**config.mk**
```make
export PLATFORM = sky130hd
export DESIGN_NAME = ex_stage
export DESIGN_NICKNAME = d
export VERILOG_FILES = /design/src/rtl/ex_stage.sv
export SDC_FILE = /design/constraint.sdc
export NUM_CORES = 1
export LEC_CHECK = 0
export BUFFER_PORTS_ARGS = -buffer_cell sky130_fd_sc_hd__clkbuf_2
export CORE_MARGIN = 4
export CORE_UTILIZATION = 54
export CTS_BUF_LIST = sky130_fd_sc_hd__clkbuf_4 sky130_fd_sc_hd__clkbuf_8
export CTS_CLUSTER_DIAMETER = 100
export DETAILED_ROUTE_END_ITERATION = 10
export HOLD_SLACK_MARGIN = 0.15
export PLACE_DENSITY = 0.83
export SKIP_CTS_REPAIR_TIMING = 1
export SYNTH_ARGS = -nofsm -noshare
export SYNTH_HDL_FRONTEND = slang
export SYNTH_SLANG_ARGS = --single-unit
export TNS_END_PERCENT = 100
```
**constraint.sdc**
```tcl
create_clock -name clk -period 3.8 [get_ports clk]
set_clock_uncertainty 0.15 [all_clocks]
set_input_delay 0.76 -clock clk [delete_from_list [all_inputs] [get_ports clk]]
set_output_delay 0.76 -clock clk [all_outputs]
set_load 0.02 [all_outputs]
```
**src/rtl/ex_stage.sv**
```systemverilog
// Execute stage: ALU, carry/zero flags, branch resolution and the EX/MEM register (falling-edge state).
// Optional EX_PERF_CNT_EN adds retired/mispredict counters perf_retired and perf_mispred.
module ex_stage #(
  parameter int         DATA_W = 16,
  parameter logic [2:0] NOP_OP = 3'b111
) (
  input  logic              clk,
  input  logic              reset,
  input  logic              in_valid,
  input  logic [DATA_W-1:0] in_pc,
  input  logic              in_lhi,
  input  logic [DATA_W-1:0] in_m_addr,
  input  logic [DATA_W-1:0] in_src0,
  input  logic [DATA_W-1:0] in_src1,
  input  logic [1:0]        in_lm_start,
  input  logic [DATA_W-1:0] in_data_in,
  input  logic [2:0]        in_rdest,
  input  logic [2:0]        in_alu_op,
  input  logic              in_mem_ans,
  input  logic              in_w_mem,
  input  logic              in_w_reg,
  input  logic [1:0]        in_jump,
  input  logic              in_stop,
  input  logic              in_bpr,
  input  logic              stall_mem,
  output logic              stall_ex,
  output logic              out_valid,
  output logic [DATA_W-1:0] out_pc,
  output logic [DATA_W-1:0] out_result,
  output logic [DATA_W-1:0] out_m_addr,
  output logic [DATA_W-1:0] out_data_in,
  output logic [1:0]        out_lm_start,
  output logic [2:0]        out_rdest,
  output logic              out_mem_ans,
  output logic              out_w_mem,
  output logic              out_w_reg,
  output logic              out_stop,
  output logic              flag_c,
  output logic              flag_z,
  output logic              flush_out,
  output logic [DATA_W-1:0] redirect_pc,
`ifdef EX_PERF_CNT_EN
  output logic [15:0]       perf_retired,
  output logic [15:0]       perf_mispred,
`endif
  output logic              halted
);

  localparam logic [DATA_W-1:0] ONE = 1;

  logic              valid_q, wMem_q, wReg_q, stop_q, memAns_q;
  logic [DATA_W-1:0] pc_q, result_q, mAddr_q, dataIn_q, redirect_q;
  logic [1:0]        lmStart_q;
  logic [2:0]        rdest_q;
  logic              flagC_q, flagZ_q, flush_q, halted_q;

  logic [DATA_W:0]   sum;
  logic [DATA_W-1:0] pcInc, aluRes, result_d, target, redirect_d;
  logic              setC, setZ, taken, mispred, flagC_d, flagZ_d;
  logic              capture, accept;

  always_comb begin
    sum     = {1'b0, in_src0} + {1'b0, in_src1};
    pcInc   = in_pc + ONE;
    aluRes  = '0;
    setC    = 1'b0;
    setZ    = 1'b0;
    case (in_alu_op)
      3'b000: begin aluRes = sum[DATA_W-1:0]; setC = 1'b1; setZ = 1'b1; end
      3'b001: begin aluRes = ~(in_src0 & in_src1); setZ = 1'b1; end
      3'b010: begin aluRes = in_src0 - in_src1; setZ = 1'b1; end
      3'b011: aluRes = sum[DATA_W-1:0];
      3'b100: aluRes = in_src1;
      NOP_OP: aluRes = '0;
      default: aluRes = '0;
    endcase

    result_d = aluRes;
    if (in_lhi) begin
      result_d = {in_src1[8:0], 7'b0};
      setC     = 1'b0;
      setZ     = 1'b0;
    end

    // Link-writing jumps replace the ALU result with the return address.
    taken  = 1'b0;
    target = in_m_addr;
    case (in_jump)
      2'b01: taken = (in_src0 == in_src1);
      2'b10: begin taken = 1'b1; result_d = pcInc; end
      2'b11: begin taken = 1'b1; target = in_src1; result_d = pcInc; end
      default: taken = 1'b0;
    endcase

    mispred    = (taken != in_bpr);
    redirect_d = taken ? target : pcInc;
    flagC_d    = setC ? sum[DATA_W] : flagC_q;
    flagZ_d    = setZ ? (result_d == '0) : flagZ_q;
  end

  // An entry arriving right behind a flush is the wrong-path instruction.
  assign capture = !stall_mem && !halted_q;
  assign accept  = capture && in_valid && !flush_q;

  always_ff @(negedge clk or posedge reset) begin
    if (reset) begin
      valid_q    <= 1'b0;
      pc_q       <= '0;
      result_q   <= '0;
      mAddr_q    <= '0;
      dataIn_q   <= '0;
      lmStart_q  <= '0;
      rdest_q    <= '0;
      memAns_q   <= 1'b0;
      wMem_q     <= 1'b0;
      wReg_q     <= 1'b0;
      stop_q     <= 1'b0;
      flagC_q    <= 1'b0;
      flagZ_q    <= 1'b0;
      flush_q    <= 1'b0;
      redirect_q <= '0;
      halted_q   <= 1'b0;
    end else begin
      flush_q <= accept && mispred;
      if (accept) begin
        valid_q   <= 1'b1;
        pc_q      <= in_pc;
        result_q  <= result_d;
        mAddr_q   <= in_m_addr;
        dataIn_q  <= in_data_in;
        lmStart_q <= in_lm_start;
        rdest_q   <= in_rdest;
        memAns_q  <= in_mem_ans;
        wMem_q    <= in_w_mem;
        wReg_q    <= in_w_reg;
        stop_q    <= in_stop;
        flagC_q   <= flagC_d;
        flagZ_q   <= flagZ_d;
        if (mispred) redirect_q <= redirect_d;
        if (in_stop) halted_q <= 1'b1;
      end else if (capture) begin
        valid_q <= 1'b0;
        wMem_q  <= 1'b0;
        wReg_q  <= 1'b0;
        stop_q  <= 1'b0;
      end
    end
  end

`ifdef EX_PERF_CNT_EN
  logic [15:0] perfRetired_q, perfMispred_q;

  always_ff @(negedge clk or posedge reset) begin
    if (reset) begin
      perfRetired_q <= '0;
      perfMispred_q <= '0;
    end else if (accept) begin
      perfRetired_q <= perfRetired_q + 16'd1;
      if (mispred) perfMispred_q <= perfMispred_q + 16'd1;
    end
  end

  assign perf_retired = perfRetired_q;
  assign perf_mispred = perfMispred_q;
`endif

  assign stall_ex     = stall_mem || halted_q;
  assign out_valid    = valid_q;
  assign out_pc       = pc_q;
  assign out_result   = result_q;
  assign out_m_addr   = mAddr_q;
  assign out_data_in  = dataIn_q;
  assign out_lm_start = lmStart_q;
  assign out_rdest    = rdest_q;
  assign out_mem_ans  = memAns_q;
  assign out_w_mem    = wMem_q;
  assign out_w_reg    = wReg_q;
  assign out_stop     = stop_q;
  assign flag_c       = flagC_q;
  assign flag_z       = flagZ_q;
  assign flush_out    = flush_q;
  assign redirect_pc  = redirect_q;
  assign halted       = halted_q;

endmodule

```
==> results of run 1 <==
synth_stat cells, types with 3 or more instances:
| cell type | n | area share |
|---|---|---|
| nand2_1 | 248 | 0.14 |
| dfrtn_1 | 94 | 0.35 |
| o21ai_0 | 66 | 0.049 |
| nor2_1 | 54 | 0.030 |
| a21oi_1 | 48 | 0.036 |
| clkbuf_1 | 38 | 0.021 |
| inv_1 | 34 | 0.019 |
| ha_1 | 33 | 0.062 |
| nand3_1 | 24 | 0.018 |
| and3_1 | 12 | 0.011 |
| nor3_1 | 12 | 0.0090 |
| a21o_1 | 10 | 0.011 |
| nand4_1 | 10 | 0.0093 |
| xnor2_1 | 10 | 0.013 |
| a31oi_1 | 8 | 0.0075 |
| buf_6 | 7 | 0.012 |
| xor2_1 | 7 | 0.0091 |
| nand2b_1 | 6 | 0.0056 |
| a211o_1 | 5 | 0.0065 |
| a22oi_1 | 5 | 0.0056 |
| o221ai_1 | 5 | 0.0065 |
| a22o_1 | 4 | 0.0052 |
| a311oi_1 | 4 | 0.0052 |
| and2_1 | 4 | 0.0037 |
| buf_2 | 4 | 0.0030 |
| mux2_2 | 4 | 0.0067 |
| nor4_1 | 4 | 0.0037 |
| o211ai_1 | 4 | 0.0045 |
| o21a_1 | 4 | 0.0045 |
| o31ai_1 | 4 | 0.0045 |
| a221o_1 | 3 | 0.0045 |
| a221oi_1 | 3 | 0.0039 |
| a2bb2oi_1 | 3 | 0.0039 |
| a32oi_1 | 3 | 0.0039 |
| nand3b_1 | 3 | 0.0034 |
| nor2b_1 | 3 | 0.0028 |
| nor3b_1 | 3 | 0.0034 |
| o211a_1 | 3 | 0.0045 |
| o22ai_1 | 3 | 0.0028 |
| o311ai_0 | 3 | 0.0039 |
per-stage QoR:
step	utilization	setup WS, ns	cells	setup TNS (ns)	cell area (sq um)
4_1_cts	0.819	-1.35	1422	-32.32	9910
3_5_place_dp	0.803	-1.75	1406	-66.95	9730
2_1_floorplan	-	-1.41	864	-45.50	7150
3_3_place_gp	0.803	-1.69	1406	-63.93	9730
cells by family after synthesis:
| group | count (synthesis) | share of synthesized area |
|---|---|---|
| simple gates | 405 | 0.267 |
| compound gates | 218 | 0.220 |
| flops | 94 | 0.351 |
| buf+inv | 89 | 0.0615 |
| fa+ha+maj | 35 | 0.0675 |
| xor+xnor | 18 | 0.0246 |
| mux | 5 | 0.00820 |
layer usage:
layer	track usage	overflow
met5	0.191	0
met4	0.682	2
met3	0.500	0
met2	0.876	3
met1	0.679	0
==> impl_metrics.tcl, run 1 <==
set metrics [dict create \
    crit_endpoint "flag_z$_DFFE_NP0P_/D" \
    failed_stage "5_1_grt" \
    ctsHtreeMaxLevel 3 \
    ys_seq_area_frac 0.351 \
    initial_core_util 0.554 \
    cts_made_buffers 9 \
    worstEpCategory "register data pin" \
    async_flop_share 1.00 \
    synth_enable_flop_cells 0 \
    netlist_instances 864 \
    grt_max_degree 74 \
    grtUsageTotal 0.684 \
    clock-sinks 94 \
    detailed_place_hpwl_mm 22.4 \
    outcome "did not finish" \
    synth_ff_type "dfrtn_1" \
    ys_ff_latch 94 \
    die_h_um 119 \
    floorplan.io_pins 195 \
    port-buffer-count 194 \
    die_w_um 119 \
    syn_nets 999 \
    ys_types 87 \
    avgSynthCellArea_sq_um 7.77 \
    rows 40 \
    cts_root_buffer "clkbuf_8" \
    toolErrorMsg "[ERROR GRT-0232] Routing congestion too high. Check the congestion heatmap in the GUI." \
    syn-cell-area_sq_um 6710 \
    yosys_warnings 0 \
    clockBufferDepth 2 \
    gp_routability_congestion 0.981 \
    grt-ovfl-total 5 \
]
==> run 2, diff against run 1 <==
--- a/config.mk
+++ b/config.mk
@@ -7,12 +7,9 @@
 export LEC_CHECK = 0
 export BUFFER_PORTS_ARGS = -buffer_cell sky130_fd_sc_hd__clkbuf_2
 export CORE_MARGIN = 4
-export CORE_UTILIZATION = 54
-export CTS_BUF_LIST = sky130_fd_sc_hd__clkbuf_4 sky130_fd_sc_hd__clkbuf_8
-export CTS_CLUSTER_DIAMETER = 100
+export CORE_UTILIZATION = 40
 export DETAILED_ROUTE_END_ITERATION = 10
-export HOLD_SLACK_MARGIN = 0.15
-export PLACE_DENSITY = 0.83
+export PLACE_DENSITY_LB_ADDON = 0.15
 export SKIP_CTS_REPAIR_TIMING = 1
 export SYNTH_ARGS = -nofsm -noshare
 export SYNTH_HDL_FRONTEND = slang
==> impl_metrics.tcl, run 2 <==
set metrics [dict create \
    grt_pass1_vias 7319 \
    drt_iter0_drc 583 \
    layout-drive-gt1-share 0.543 \
    grt_max_degree 74 \
    floorplan.io_pins 195 \
    outcome "complete, but fails checks" \
    end_kind "flip-flop" \
    synth_top_area_cell "dfrtn_1" \
    finalSetupTns_ns -29.38 \
    nNetsFinal 1418 \
    avgSynthCellArea_sq_um 7.77 \
    async_flop_share 1.00 \
    detailed_place_hpwl_mm 22.2 \
    netlist_instances 864 \
    synth_ff_type "dfrtn_1" \
    fin_area_sq_um 11600 \
    setup_ws_ns -1.21 \
    dr.pass1.iters 7 \
    slowest_delay_ns 0.44 \
    syn_nets 999 \
    yosys-top-cells-count "nand2_1 (248), dfrtn_1 (94), o21ai_0 (66), nor2_1 (54), a21oi_1 (48)" \
    num_antenna_cells 0 \
    cts_made_buffers 9 \
    path_cells "buf_6 -> ha_4 -> inv_2 -> fa_2 -> o21ba_4 -> or4_4 -> nand3b_1 -> mux2_4 -> o41ai_4 -> nand4_1 -> a2111oi_2 -> nand4_1 -> nand2_1" \
    cts_tree "yes" \
    rows 47 \
    leakage_nw 5.95 \
    hold_viol 0 \
    yosys_warnings 0 \
    die_w_um 138 \
    relSlewSlack 0.666 \
    crit_slowest_cell "or4_4" \
    synth_enable_flop_cells 0 \
    synth.most_common_cell "nand2_1" \
    most-common-layout-cells "buf_4 (229), clkbuf_2 (159), nand2_1 (153)" \
    clockBufferDepth 2 \
    power_density_nw_per_um2 402 \
    clock-sinks 94 \
    seq_area_sq_um 2350 \
    worstSetupStartpointType "primary input" \
    gp_routability_congestion 0.971 \
    rsz0062_at_grt "yes" \
    ys_seq_area_frac 0.351 \
    violations "negative setup slack" \
    multi_input_area_sq_um 4990 \
    finalSetupViolCount 93 \
    placed_area_sq_um 9850 \
    crit_fanout 3 \
    layoutNonFillerInstCount 1508 \
    die_h_um 138 \
    vdd_drop_max_mv 0.271 \
    drc 0 \
    syn-cell-area_sq_um 6710 \
    avgViaCountPerCell 5.44 \
    clk_latency_ns 0.36 \
    drv_slew 0 \
    worstMarginPinSlew_ns 0.499 \
    grt-ovfl-total 0 \
    cp_top_family "simple AND/OR/NAND/NOR gates" \
    dp.cells 1460 \
    grtUsageTotal 0.277 \
    synth_area_leaders "dfrtn_1 (35%), nand2_1 (14%), ha_1 (6.2%)" \
    maxCapViolations 0 \
    layout_commonest_cell "buf_4" \
    wl_per_cell_um 20.0 \
    drt-total-wl_mm 30.1 \
    critical_path_class "in -> reg" \
    fillers 1347 \
    worst-path-buf-inv 2 \
    timing.reg2reg.setup_slack_ns 1.47 \
    port-buffer-count 194 \
    syn2layout_area_growth_pct 73.6 \
    cts_root_buffer "clkbuf_16" \
    dr_total_vias 8203 \
    cp_data_required_time_ns 2.14 \
    power_mw 4.68 \
    arrival_ns 3.35 \
    grt_pass1_wl_mm 40.1 \
    yosysTopAreaCellShare 0.351 \
    antenna_found_initial 0 \
    ctsHtreeMaxLevel 3 \
    initial_core_util 0.406 \
    core_region_area_sq_um 16500 \
    ys_ff_latch 94 \
    hold_path_class "reg -> reg" \
    ys_types 87 \
    antenna_left 0 \
    clk_pin_slew_ns 0.05 \
    cpMostUsedCell "nand4_1" \
    dieArea_sq_um 18900 \
]
run 2: through the flow:
stage / setup slack, ns / hold WS, ns / utilization
after floorplan: -1.41 / 0.381 / -
after global placement: -1.70 / 0.259 / 0.596
after detailed placement: -1.75 / 0.265 / 0.596
after CTS: -1.37 / 0.265 / 0.613
after global routing: -1.37 / 0.291 / 0.705
final: -1.21 / 0.268 / 0.705
run 2: power breakdown:
part	total, mW	switching (mW)	leakage (nW)	internal, mW
clock	0.894	0.437	0.133	0.457
combinational	2.27	1.30	4.65	0.969
sequential	1.52	0.194	1.17	1.32
run 2: logic make-up (layout without fill, tap and decap cells):
kind of cell	count (synthesis)	after routing	share of synthesized area
multiplexers	5	5	0.00820
buffers and inverters	89	513	0.0615
adder cells (fa/ha/maj)	35	35	0.0675
AND/OR/NAND/NOR	405	405	0.267
flip-flops	94	94	0.351
XOR/XNOR	18	18	0.0246
AO/OA/AOI/OAI	218	218	0.220
run 2: worst paths after layout:
path,startpoint,to,depth (start not counted)
max in group asynchronous,reset,out_rdest[1],3
hold / removal,out_result[12],out_result[12],2
hold reg to reg,out_result[12],out_result[12],2
setup / recovery,in_src1[0],flag_z,13
min in group asynchronous,reset,out_m_addr[4],2
setup reg to reg,halted,flag_z,9
run 2: area by class of cell:
| cell class | instances | share of cell area |
|---|---|---|
| Inverter | 35 | 0.0159 |
| Timing Repair Buffer | 462 | 0.306 |
| Clock buffer | 10 | 0.0197 |
| Multi-Input combinational cell | 681 | 0.428 |
| Clock inverter | 6 | 0.00473 |
| Sequential cell | 94 | 0.202 |
| Tap cell | 220 | 0.0236 |
run 2: worst register-to-register path: stages (launching register included):
cell and delay, ns:
dfrtn_1 0.36, or2_1 0.24, or3b_4 0.45, nor3_2 0.16, o21ai_0 0.17, nor4_1 0.25, nand4_1 0.15, a2111oi_2 0.23
nand4_1 0.13, nand2_1 0.08
run 2: metal layers:
| metal | wire length (um) | up-vias | track usage |
|---|---|---|---|
| met5 | 0 | - | 0 |
| met4 | 970 | 0 | 0.0876 |
| met3 | 2140 | 57 | 0.0427 |
| met2 | 14600 | 351 | 0.454 |
| met1 | 12400 | 3960 | 0.375 |
| li1 | - | 3835 | - |
Power figures use the tool's default switching activity.
==> run 3, diff against run 2 <==
==> constraint.sdc (replaced) <==
create_clock -name clk -period 6 [get_ports clk]
set_clock_uncertainty 0.15 [all_clocks]
set_input_delay 1.2 -clock clk [delete_from_list [all_inputs] [get_ports clk]]
set_output_delay 1.2 -clock clk [all_outputs]
set_load 0.02 [all_outputs]
==> impl_metrics.tcl, run 3 (synthesis results as in run 2) <==
set metrics [dict create \
    outcome "complete, but fails checks" \
    violations "negative setup slack" \
    layout-drive-gt1-share 0.458 \
    leakage_nw 5.48 \
    drv_slew 0 \
    cts_tree "yes" \
    initial_core_util 0.406 \
    syn2layout_area_growth_pct 60.1 \
    critical_path_class "in -> reg" \
    relSlewSlack 0.479 \
    cp_data_required_time_ns 3.23 \
    cpMostUsedCell "nand4_1" \
    slowest_delay_ns 0.45 \
    dpl_worst_slack_ns -1.10 \
    finalSetupTns_ns -5.04 \
    ctsHtreeMaxLevel 3 \
    wl_per_cell_um 17.8 \
    clockBufferDepth 2 \
    dr_total_vias 7778 \
    dr.pass1.iters 5 \
    grt_pass1_vias 7181 \
    most-common-layout-cells "nand2_1 (228), buf_4 (213), clkbuf_2 (183)" \
    drc 0 \
    dp.cells 1445 \
    power_mw 2.79 \
    cts_root_buffer "clkbuf_16" \
    die_h_um 138 \
    reg2regPathDepth 9 \
    drt-total-wl_mm 26.3 \
    hold-path-cell-count 2 \
    end_kind "flip-flop" \
    final_util 0.650 \
    worstMarginPinSlew_ns 0.781 \
    clk_pin_slew_ns 0.05 \
    vdd_drop_max_mv 0.173 \
    grt-ovfl-total 0 \
    layoutNonFillerInstCount 1478 \
    path_cells "buf_8 -> ha_4 -> inv_2 -> fa_2 -> o21ba_4 -> or4_4 -> nand3b_1 -> mux2_4 -> o41ai_4 -> nand4_1 -> a2111oi_4 -> nand4_1 -> nand2_1" \
    die_w_um 138 \
    core_region_area_sq_um 16500 \
    nNetsFinal 1389 \
    power_density_nw_per_um2 260 \
    min_from "out_data_in[8]" \
    rsz0062_at_grt "yes" \
    arrival_ns 3.83 \
    hold_path_class "reg -> reg" \
    maxCapViolations 0 \
    grtUsageTotal 0.263 \
    gp_routability_congestion 0.948 \
    num_antenna_cells 0 \
    antenna_left 0 \
    grt_max_degree 74 \
    fin_area_sq_um 10700 \
    drt_iter0_drc 475 \
    hold_viol 0 \
    rows 47 \
    worstSetupStartpointType "primary input" \
    cts_made_buffers 9 \
    crit_slowest_cell "or4_4" \
    critPathLaunch "in_src0[0]" \
    antenna_found_initial 0 \
    clock-sinks 94 \
    avgViaCountPerCell 5.26 \
    dieArea_sq_um 18900 \
    port-buffer-count 194 \
    detailed_place_hpwl_mm 20.9 \
    floorplan.io_pins 195 \
    setup_ws_ns -0.594 \
    crit_fanout 3 \
    r2r-start "halted" \
    placed_area_sq_um 9660 \
    grt_pass1_wl_mm 38.4 \
    whs_ns 0.268 \
    layout_commonest_cell "nand2_1" \
    finalSetupViolCount 30 \
    clk_latency_ns 0.35 \
]
==> run 3: changes by cell type in the layout (fill, tap and decap cells not counted), moves of 16 or more <==
| cell | change |
|---|---|
| clkbuf_2 | +24 |
| buf_4 | -16 |
| nand2_1 | +75 |
| nand2_2 | -52 |
| buf_6 | -25 |
| nand2_4 | -23 |
==> run 3: final cells by class <==
type                    instances  area [sq um]
fillers                      1548          5780
well taps                     220           275
repair buffers                433          3080
inverters                      35           163
clock buffers                   9           225
clock inverters                 6          46.3
multi-input cells             681          4600
flip-flops and latches         94          2350
==> run 3: final timing paths <==
kind	to	slack, ns
max reg2reg	flag_z	3.57
max in group asynchronous	redirect_pc[4]	1.74
min reg2reg	out_data_in[8]	0.27
max	flag_z	-0.59
min in group asynchronous	out_data_in[10]	3.66
min	out_data_in[8]	0.27
==> run 3: report_power, final <==
group	leakage [nW]	switching [mW]	internal, mW	total (mW)
Combinational	4.18	0.756	0.536	1.29
Sequential	1.17	0.117	0.838	0.955
Clock	0.134	0.257	0.283	0.540
Total	5.48	1.13	1.66	2.79
==> run 3: critical path: cells and delay by family <==
family                     cells  cell delay [ns]
buffers and inverters          2             0.12
adders and majority gates      2             0.49
and+or+nand+nor                5             0.96
muxes                          1             0.32
AOI/OAI and AO/OA              3             0.76
==> run 3: metal layers <==
| metal | share of wire | global-route usage |
|---|---|---|
| met5 | 0 | 0 |
| met4 | 0.017 | 0.0654 |
| met3 | 0.066 | 0.0292 |
| met2 | 0.48 | 0.434 |
| met1 | 0.44 | 0.367 |
==> run 4, diff against run 3 <==
--- a/config.mk
+++ b/config.mk
@@ -6,10 +6,12 @@
 export NUM_CORES = 1
 export LEC_CHECK = 0
 export BUFFER_PORTS_ARGS = -buffer_cell sky130_fd_sc_hd__clkbuf_2
+export CELL_PAD_IN_SITES_DETAIL_PLACEMENT = 0
+export CELL_PAD_IN_SITES_GLOBAL_PLACEMENT = 2
 export CORE_MARGIN = 4
-export CORE_UTILIZATION = 40
+export CORE_UTILIZATION = 32
 export DETAILED_ROUTE_END_ITERATION = 10
-export PLACE_DENSITY_LB_ADDON = 0.15
+export PLACE_DENSITY_LB_ADDON = 0.1
 export SKIP_CTS_REPAIR_TIMING = 1
 export SYNTH_ARGS = -nofsm -noshare
 export SYNTH_HDL_FRONTEND = slang
==> impl_metrics.tcl, run 4 (synthesis results as in run 2) <==
set metrics [dict create \
    outcome "complete, but fails checks" \
    violations "negative setup slack" \
    drv_slew 0 \
    drt_iter0_drc 503 \
    dr_total_vias 7792 \
    grtUsageTotal 0.235 \
    detailed_place_hpwl_mm 23.0 \
    gp_routability_congestion 0.942 \
    cp_data_required_time_ns 3.05 \
    grt_pass1_vias 7517 \
    most-common-layout-cells "nand2_1 (227), buf_4 (214), clkbuf_2 (181)" \
    rows 52 \
    clockBufferDepth 2 \
    final_util 0.532 \
    clk_pin_slew_ns 0.05 \
    ctsHtreeMaxLevel 3 \
    syn2layout_area_growth_pct 62.1 \
    core_region_area_sq_um 20400 \
    end_kind "flip-flop" \
    nNetsFinal 1394 \
    avgViaCountPerCell 5.08 \
    clk_latency_ns 0.36 \
    leakage_nw 5.50 \
    cts_root_buffer "clkbuf_16" \
    die_w_um 153 \
    die_h_um 153 \
    antenna_found_initial 1 \
    worstSetupStartpointType "primary input" \
    hold-path-cell-count 2 \
    initial_core_util 0.328 \
    dr.pass1.iters 5 \
    relSlewSlack 0.442 \
    vdd_drop_max_mv 0.119 \
    maxCapViolations 0 \
    grt_pass1_wl_mm 43.4 \
    arrival_ns 3.63 \
    num_antenna_cells 0 \
    hold_path_class "reg -> reg" \
    rsz0062_at_grt "yes" \
    fillers 2031 \
    wl_per_cell_um 18.6 \
    grt_max_degree 95 \
    dieArea_sq_um 23300 \
    hold_viol 0 \
    drc 0 \
    finalSetupViolCount 30 \
    cts_made_buffers 9 \
    floorplan.io_pins 195 \
    whs_ns 0.263 \
    grt-ovfl-total 0 \
    port-buffer-count 194 \
    cts_tree "yes" \
    critical_path_class "in -> reg" \
    worstMarginPinSlew_ns 0.838 \
    crit_fanout 5 \
    clock-sinks 94 \
    setup_ws_ns -0.573 \
    power_density_nw_per_um2 260 \
    reg2regPathDepth 10 \
    drt-total-wl_mm 28.6 \
    layout_commonest_cell "nand2_1" \
    layout-drive-gt1-share 0.467 \
    antenna_left 0 \
]
-- run 4: cell type report --
type	instances	area (sq um)	share of cell area
Clock inverter	7	63.8	0.00587
Sequential cell	94	2350	0.216
Clock buffer	9	225	0.0207
Inverter	35	173	0.0159
Tap cell	270	338	0.0311
Timing Repair Buffer	438	3090	0.284
Multi-Input combinational cell	681	4630	0.426
-- run 4: path summary, 6_finish.rpt --
kind	startpoint	end	slack (ns)
setup / recovery	in_src1[0]	flag_z	-0.57
hold / removal	out_result[9]	out_result[9]	0.26
setup reg to reg	halted	flag_z	3.42
hold reg to reg	out_result[9]	out_result[9]	0.26
max in group asynchronous	reset	out_lm_start[0]	1.55
min in group asynchronous	reset	out_stop	3.73
-- run 4: metal layers --
| layer | GRT usage | share of wire | routed length [um] | vias to the layer above |
|---|---|---|---|---|
| met2 | 0.368 | 0.46 | 13100 | 253 |
| met3 | 0.0295 | 0.050 | 1440 | 37 |
| li1 | - | - | - | 3799 |
| met4 | 0.0615 | 0.023 | 644 | 0 |
| met1 | 0.342 | 0.47 | 13400 | 3703 |
| met5 | 0 | 0 | 0 | - |
-- run 4: power breakdown --
part	leakage, nW	switching (mW)	internal, mW
Sequential	1.17	0.112	0.838
Combinational	4.19	0.769	0.538
Clock	0.142	0.282	0.292
Total	5.50	1.16	1.67
-- run 4: worst max-delay path, cell delays in order --
cell	delay [ns]
buf_8	0.10
buf_4	0.15
ha_4	0.16
fa_2	0.38
nand2b_4	0.16
a21oi_4	0.18
a21o_1	0.20
a31oi_1	0.20
or2b_4	0.31
a311oi_2	0.34
a2111oi_2	0.10
nand4_1	0.09
nand2_1	0.05
-- run 4: through the flow --
step,setup TNS (ns),cells,area [sq um],setup slack [ns],total power [mW]
floorplan,-3.95,864,6920,-0.754,1.59
global placement,-19.83,1505,9760,-1.13,2.15
detailed placement,-20.86,1505,9760,-1.22,2.16
CTS,-8.18,1521,10000,-0.853,2.75
global route,-8.30,1534,10900,-0.638,3.01
finish,-6.57,1534,10900,-0.573,2.83
